### config.mk
export PLATFORM = sky130hd
export DESIGN_NAME = wb_trace_fifo
export DESIGN_NICKNAME = d
export VERILOG_FILES = /design/src/rtl/rsaasip_pkg.sv /design/src/rtl/wb_trace_mem.sv /design/src/rtl/wb_trace_fifo.sv
export SDC_FILE = /design/constraint.sdc
export NUM_CORES = 1
export LEC_CHECK = 0
export CORE_AREA = 2 2 182 131
export CTS_CLUSTER_SIZE = 28
export DETAILED_ROUTE_END_ITERATION = 7
export DIE_AREA = 0 0 184 133
export RECOVER_POWER = 100
export SLEW_MARGIN = 20
export SYNTH_ARGS = -nofsm -noshare
export SYNTH_HDL_FRONTEND = slang
export SYNTH_HIERARCHICAL = 1
export SYNTH_SLANG_ARGS = --single-unit
### constraint.sdc
create_clock -name clk -period 2.65 [get_ports clk]
set_input_delay 0.53 -clock clk [delete_from_list [all_inputs] [get_ports clk]]
set_output_delay 0.53 -clock clk [all_outputs]
set_load 0.01 [all_outputs]
### src/rtl/rsaasip_pkg.sv
// Shared definitions for the write-back trace buffer.
//   ARQ_DEFAULT      default width of the write-back result
//   STAMP_W_DEFAULT  default width of the cycle stamp
//   wb_trace_entry_t one queued entry: {stamp, data}
package rsaasip_pkg;

  localparam int ARQ_DEFAULT     = 16;
  localparam int STAMP_W_DEFAULT = 8;

  typedef struct packed {
    logic [STAMP_W_DEFAULT-1:0] stamp;
    logic [ARQ_DEFAULT-1:0]     data;
  } wb_trace_entry_t;

endpackage

### src/rtl/wb_trace_mem.sv
// DEPTH x entry register array for the trace FIFO.
//   clk      clock, writes on rising edge
//   rst      asynchronous active-low reset, clears every entry to 0
//   we       write enable
//   wr_addr  write address
//   wr_data  entry to store
//   rd_addr  read address
//   rd_data  entry at rd_addr (combinational read)
module wb_trace_mem
  import rsaasip_pkg::*;
#(
  parameter int  DEPTH   = 8,
  parameter type entry_t = wb_trace_entry_t
) (
  input  logic                     clk,
  input  logic                     rst,
  input  logic                     we,
  input  logic [$clog2(DEPTH)-1:0] wr_addr,
  input  entry_t                   wr_data,
  input  logic [$clog2(DEPTH)-1:0] rd_addr,
  output entry_t                   rd_data
);

  entry_t mem_q [DEPTH];

  always_ff @(posedge clk or negedge rst) begin
    if (!rst) begin
      for (int i = 0; i < DEPTH; i++) mem_q[i] <= '0;
    end else if (we) begin
      mem_q[wr_addr] <= wr_data;
    end
  end

  assign rd_data = mem_q[rd_addr];

endmodule

### src/rtl/wb_trace_fifo.sv
// Write-back trace buffer: captures {stamp, wb_data} whenever wb_en is high and
// presents the entries on a show-ahead valid/ready port. The core is never
// stalled; captures that find the FIFO full (with no concurrent pop) are dropped
// and counted.
//   clk         clock
//   rst         asynchronous active-low reset
//   clr         synchronous flush of FIFO, overflow and drop_count (not stamp)
//   wb_en       capture request from the WB stage
//   wb_data     write-back result
//   out_ready   consumer accepts the head entry
//   out_valid   head entry present
//   out_data    head entry result
//   out_stamp   head entry cycle stamp
//   count       occupied entries
//   full/empty  occupancy flags
//   overflow    sticky, set on any dropped capture
//   drop_count  dropped captures, saturating at 255
module wb_trace_fifo
  import rsaasip_pkg::*;
#(
  parameter int ARQ     = ARQ_DEFAULT,
  parameter int DEPTH   = 8,
  parameter int STAMP_W = STAMP_W_DEFAULT
) (
  input  logic                   clk,
  input  logic                   rst,
  input  logic                   clr,
  input  logic                   wb_en,
  input  logic [ARQ-1:0]         wb_data,
  input  logic                   out_ready,
  output logic                   out_valid,
  output logic [ARQ-1:0]         out_data,
  output logic [STAMP_W-1:0]     out_stamp,
  output logic [$clog2(DEPTH):0] count,
  output logic                   full,
  output logic                   empty,
  output logic                   overflow,
  output logic [7:0]             drop_count
);

  localparam int AW = $clog2(DEPTH);

  typedef struct packed {
    logic [STAMP_W-1:0] stamp;
    logic [ARQ-1:0]     data;
  } entry_t;

  logic [AW-1:0]      wr_ptr_q, rd_ptr_q;
  logic [AW:0]        count_q;
  logic [STAMP_W-1:0] stamp_q;
  logic               overflow_q;
  logic [7:0]         drop_q;
  logic               push, pop, drop, mem_we;
  entry_t             wr_entry, head;

  assign empty     = (count_q == '0);
  assign full      = (count_q == (AW+1)'(DEPTH));
  assign out_valid = !empty;
  assign count     = count_q;
  assign overflow  = overflow_q;
  assign drop_count = drop_q;

  // A pop frees a slot in the same cycle, so a full FIFO still accepts a push
  // alongside it. An empty FIFO has no pop, so there is no bypass path.
  assign pop    = out_valid && out_ready;
  assign push   = wb_en && (!full || pop);
  assign drop   = wb_en && full && !pop;
  assign mem_we = push && !clr;

  assign wr_entry = '{stamp: stamp_q, data: wb_data};

  wb_trace_mem #(
    .DEPTH   (DEPTH),
    .entry_t (entry_t)
  ) u_mem (
    .clk     (clk),
    .rst     (rst),
    .we      (mem_we),
    .wr_addr (wr_ptr_q),
    .wr_data (wr_entry),
    .rd_addr (rd_ptr_q),
    .rd_data (head)
  );

  assign out_data  = head.data;
  assign out_stamp = head.stamp;

  // Free-running stamp; deliberately untouched by clr.
  always_ff @(posedge clk or negedge rst) begin
    if (!rst) stamp_q <= '0;
    else      stamp_q <= stamp_q + STAMP_W'(1);
  end

  always_ff @(posedge clk or negedge rst) begin
    if (!rst) begin
      wr_ptr_q   <= '0;
      rd_ptr_q   <= '0;
      count_q    <= '0;
      overflow_q <= 1'b0;
      drop_q     <= '0;
    end else if (clr) begin
      wr_ptr_q   <= '0;
      rd_ptr_q   <= '0;
      count_q    <= '0;
      overflow_q <= 1'b0;
      drop_q     <= '0;
    end else begin
      if (push) wr_ptr_q <= wr_ptr_q + AW'(1);
      if (pop)  rd_ptr_q <= rd_ptr_q + AW'(1);
      case ({push, pop})
        2'b10:   count_q <= count_q + (AW+1)'(1);
        2'b01:   count_q <= count_q - (AW+1)'(1);
        default: count_q <= count_q;
      endcase
      if (drop) begin
        overflow_q <= 1'b1;
        if (drop_q != 8'hFF) drop_q <= drop_q + 8'd1;
      end
    end
  end

endmodule

==> flow_metrics.env <==
export IMPL_yosys_area_top_type="dfrtp_1"
export IMPL_min_to="overflow"
export IMPL_setup_worst_path_end_class="output pin"
export IMPL_r2r_end="u_mem/mem_q[163]"
export IMPL_violations="setup timing"
export IMPL_seq_area_frac_synth_pct=54.4
export IMPL_path_buf_inv=4
export IMPL_synth_top_cell_area_share_pct=54.4
export IMPL_reg2reg_slack_ps=50
export IMPL_required_ps=2120
export IMPL_critical_path_class="register to output pin"
export IMPL_initial_core_util_pct=43.9
export IMPL_wire_per_inst_um=21.1
export IMPL_core_um2=22900
export IMPL_path_delay_family="multiplexers"
export IMPL_finalSetupViolations=24
export IMPL_insertion_delay_ps=510
export IMPL_fmax_ghz=0.356
export IMPL_timing_final_ws_setup_ps=-161
export IMPL_drt_wl_total_mm=22.1
export IMPL_finalCritPeriodShare_pct=106
export IMPL_clock_sinks=219
export IMPL_rsz0062_at_grt="true"
export IMPL_gp_congestion=0.793
export IMPL_fp_dieArea_um2=24500
export IMPL_hold_slack_ps=497
export IMPL_cp_cell_sequence="buf_12 -> buf_12 -> buf_6 -> mux4_2 -> mux2_4 -> buf_6"
export IMPL_ir_drop_uv=432
export IMPL_cp_slowest_cell="dfrtp_4"
export IMPL_outcome="finished with violations"
export IMPL_maxCapViolCount=0
export IMPL_critical_path_max_fanout=6
export IMPL_drive_above_1_share_pct=49.7
export IMPL_hpwl_mm=13.9
export IMPL_ant_nets=0
export IMPL_dp_slack_ps=-44.3
export IMPL_hold_class="register to register"
export IMPL_grt_ovfl_total=0
export IMPL_hold_violations=0
export IMPL_synth_distinct_cells=47
export IMPL_drtIter0Drc=242
export IMPL_power_density_nw_per_um2=869
export IMPL_cts_root_buffer="clkbuf_16"
export IMPL_post_dp_cell_area_um2=11300
export IMPL_worst_pin_slew_ps=1150
export IMPL_most_common_layout_cells="dfrtp_1 (216), mux2_2 (193), mux4_2 (48)"
export IMPL_die_x_um=184
export IMPL_worstPathArrival_ps=2280
export IMPL_hold_depth=2
export IMPL_final_area_um2=12100
export IMPL_maxSlewViolCount=0
export IMPL_grt_pass1_vias=6497
export IMPL_ioPinCount=61
export IMPL_cts_buffer_depth=3
export IMPL_die_h_um=133
export IMPL_final_common_cell="dfrtp_1"
export IMPL_syn_to_final_growth_pct=20.3
export IMPL_num_fill_cells=1879
export IMPL_synthTopCellsByArea="dfrtp_1 (54%), mux2_2 (24%), mux4_2 (11%)"
export IMPL_syn_inst=644
export IMPL_worstSetupStartpointType="register"
export IMPL_ys_flop_type="dfrtp_1"
export IMPL_synth_seq_cells=219
export IMPL_numCtsBuffers=23
export IMPL_port_buffers=60
export IMPL_post_route_util_pct=52.8
export IMPL_grt_start_max_net_pins=65
export IMPL_synth_avg_cell_area_um2=15.6
export IMPL_viasPerCell=5.61
export IMPL_antenna_found_initial=0
export IMPL_slew_headroom_pct=23.4
export IMPL_r2r_cells=8
export IMPL_async_flop_share_pct=100
export IMPL_yosysWarnings=6
export IMPL_grt_pass1_wl_mm=36.1
export IMPL_clkTransAtPathRegs_ps=60
export IMPL_drt_pass1_iterations=5
export IMPL_cts_htree_levels=1
export IMPL_tritoncts="yes"
export IMPL_leakagePower_nw=5.57
export IMPL_rr_startpoint="count[0]"
export IMPL_fin_worst_skew_ps=16.1
export IMPL_max_stage_delay_ps=500
export IMPL_final_nets=766
export IMPL_synth_edf_count=0
export IMPL_via_count=5874
export IMPL_period_needed_ps=2810
export IMPL_syn_cell_area_um2=10100
export IMPL_antenna_cells=0
export IMPL_synth_fp_nets=672
export IMPL_min_from="overflow"
export IMPL_route_detailed_drc=0
export IMPL_fp_row_count=47
export IMPL_grt_usage_pct=18.9
## cell usage after synthesis (3+ instances only)
| library cell | count |
|---|---|
| a21oi_1 | 4 |
| mux2_2 | 216 |
| nor4bb_1 | 3 |
| dfrtp_1 | 219 |
| nor2_1 | 19 |
| nor4_1 | 3 |
| nand3_1 | 8 |
| nand4_1 | 3 |
| xnor2_1 | 5 |
| nor3_1 | 6 |
| o21ai_0 | 5 |
| xor2_1 | 8 |
| ha_1 | 6 |
| nand2b_1 | 4 |
| mux4_2 | 48 |
| nand4b_1 | 3 |
| buf_6 | 4 |
| and3_1 | 6 |
| buf_4 | 8 |
| mux2i_1 | 4 |
| clkbuf_1 | 7 |
| or3_1 | 3 |
| buf_2 | 19 |
| inv_1 | 5 |
## kinds of logic after synthesis
| family | count (synthesis) | synth area share, % |
|---|---|---|
| multiplexers | 269 | 35.4 |
| adder cells (fa/ha/maj) | 7 | 0.945 |
| AND/OR/NAND/NOR | 69 | 4.04 |
| flip-flops | 219 | 54.4 |
| XOR/XNOR | 13 | 1.13 |
| buffers and inverters | 46 | 2.56 |
| AO/OA/AOI/OAI | 21 | 1.48 |
## sequential cells by signal, indices dropped and copies added (netlist names)
register,count
overflow,1
drop_count,8
count,4
u_mem/mem_q,192
stamp_q,8
wr_ptr_q,3
rd_ptr_q,3
## power by group
part / internal, mW / switching, mW / total, mW
clock: 1.77 / 1.31 / 3.08
sequential: 3.93 / 0.332 / 4.26
combinational: 2.02 / 1.18 / 3.20
total: 7.72 / 2.81 / 10.5
## metrics by stage
step                      TNS (ps)  instances  total power [mW]
after global routing         -7470       1047              11.1
after CTS                    -2530       1047              10.8
after floorplan                  0        644              6.06
after global placement       -7.40        996              7.11
final                        -1480       1047              10.5
after detailed placement      -146        996              7.22
## layer usage
metal  track usage (%)  share of wire (%)  vias up
li1                  -                  -     2605
met1              27.2                 47     3131
met2              30.6                 48      104
met3              3.00                3.5       34
met4              3.87                1.9        0
met5                 0                  0        -
## tightest hold or removal path, delay by kind of cell, from the launching register on
| family | cells | cell delay [ps] |
|---|---|---|
| flip-flops | 1 | 340 |
| AND/OR/NAND/NOR | 2 | 120 |
## worst max path at each step
stage	start	endpoint	cells after the start
6_report	rd_ptr_q[0]	out_stamp[6]	6
5_1_grt	rd_ptr_q[0]	out_stamp[6]	6
4_1_cts	rd_ptr_q[0]	out_stamp[6]	6
3_5_place_dp	out_ready	count[3]	10
3_3_place_gp	out_ready	u_mem/mem_q[92]	8
2_1_floorplan	count[0]	u_mem/mem_q[100]	8
## cell type report
cell class	count	area (um^2)	area share, %
sequential	219	5490	45.3
multi-input combinational	379	4410	36.4
timing repair buffer	110	1120	9.21
clock buffer	34	677	5.59
tap	294	368	3.04
clock inverter	6	42.5	0.351
inverter	5	18.8	0.155
## timing repair
item	in CTS	in global routing
gates resized for setup	156	5
endpoints found under the hold margin	43	0
endpoints found under the setup margin	26	25
hold buffers	1	0
gates cloned	3	0
setup buffers	7	3
(Power assumes the default switching activity.)
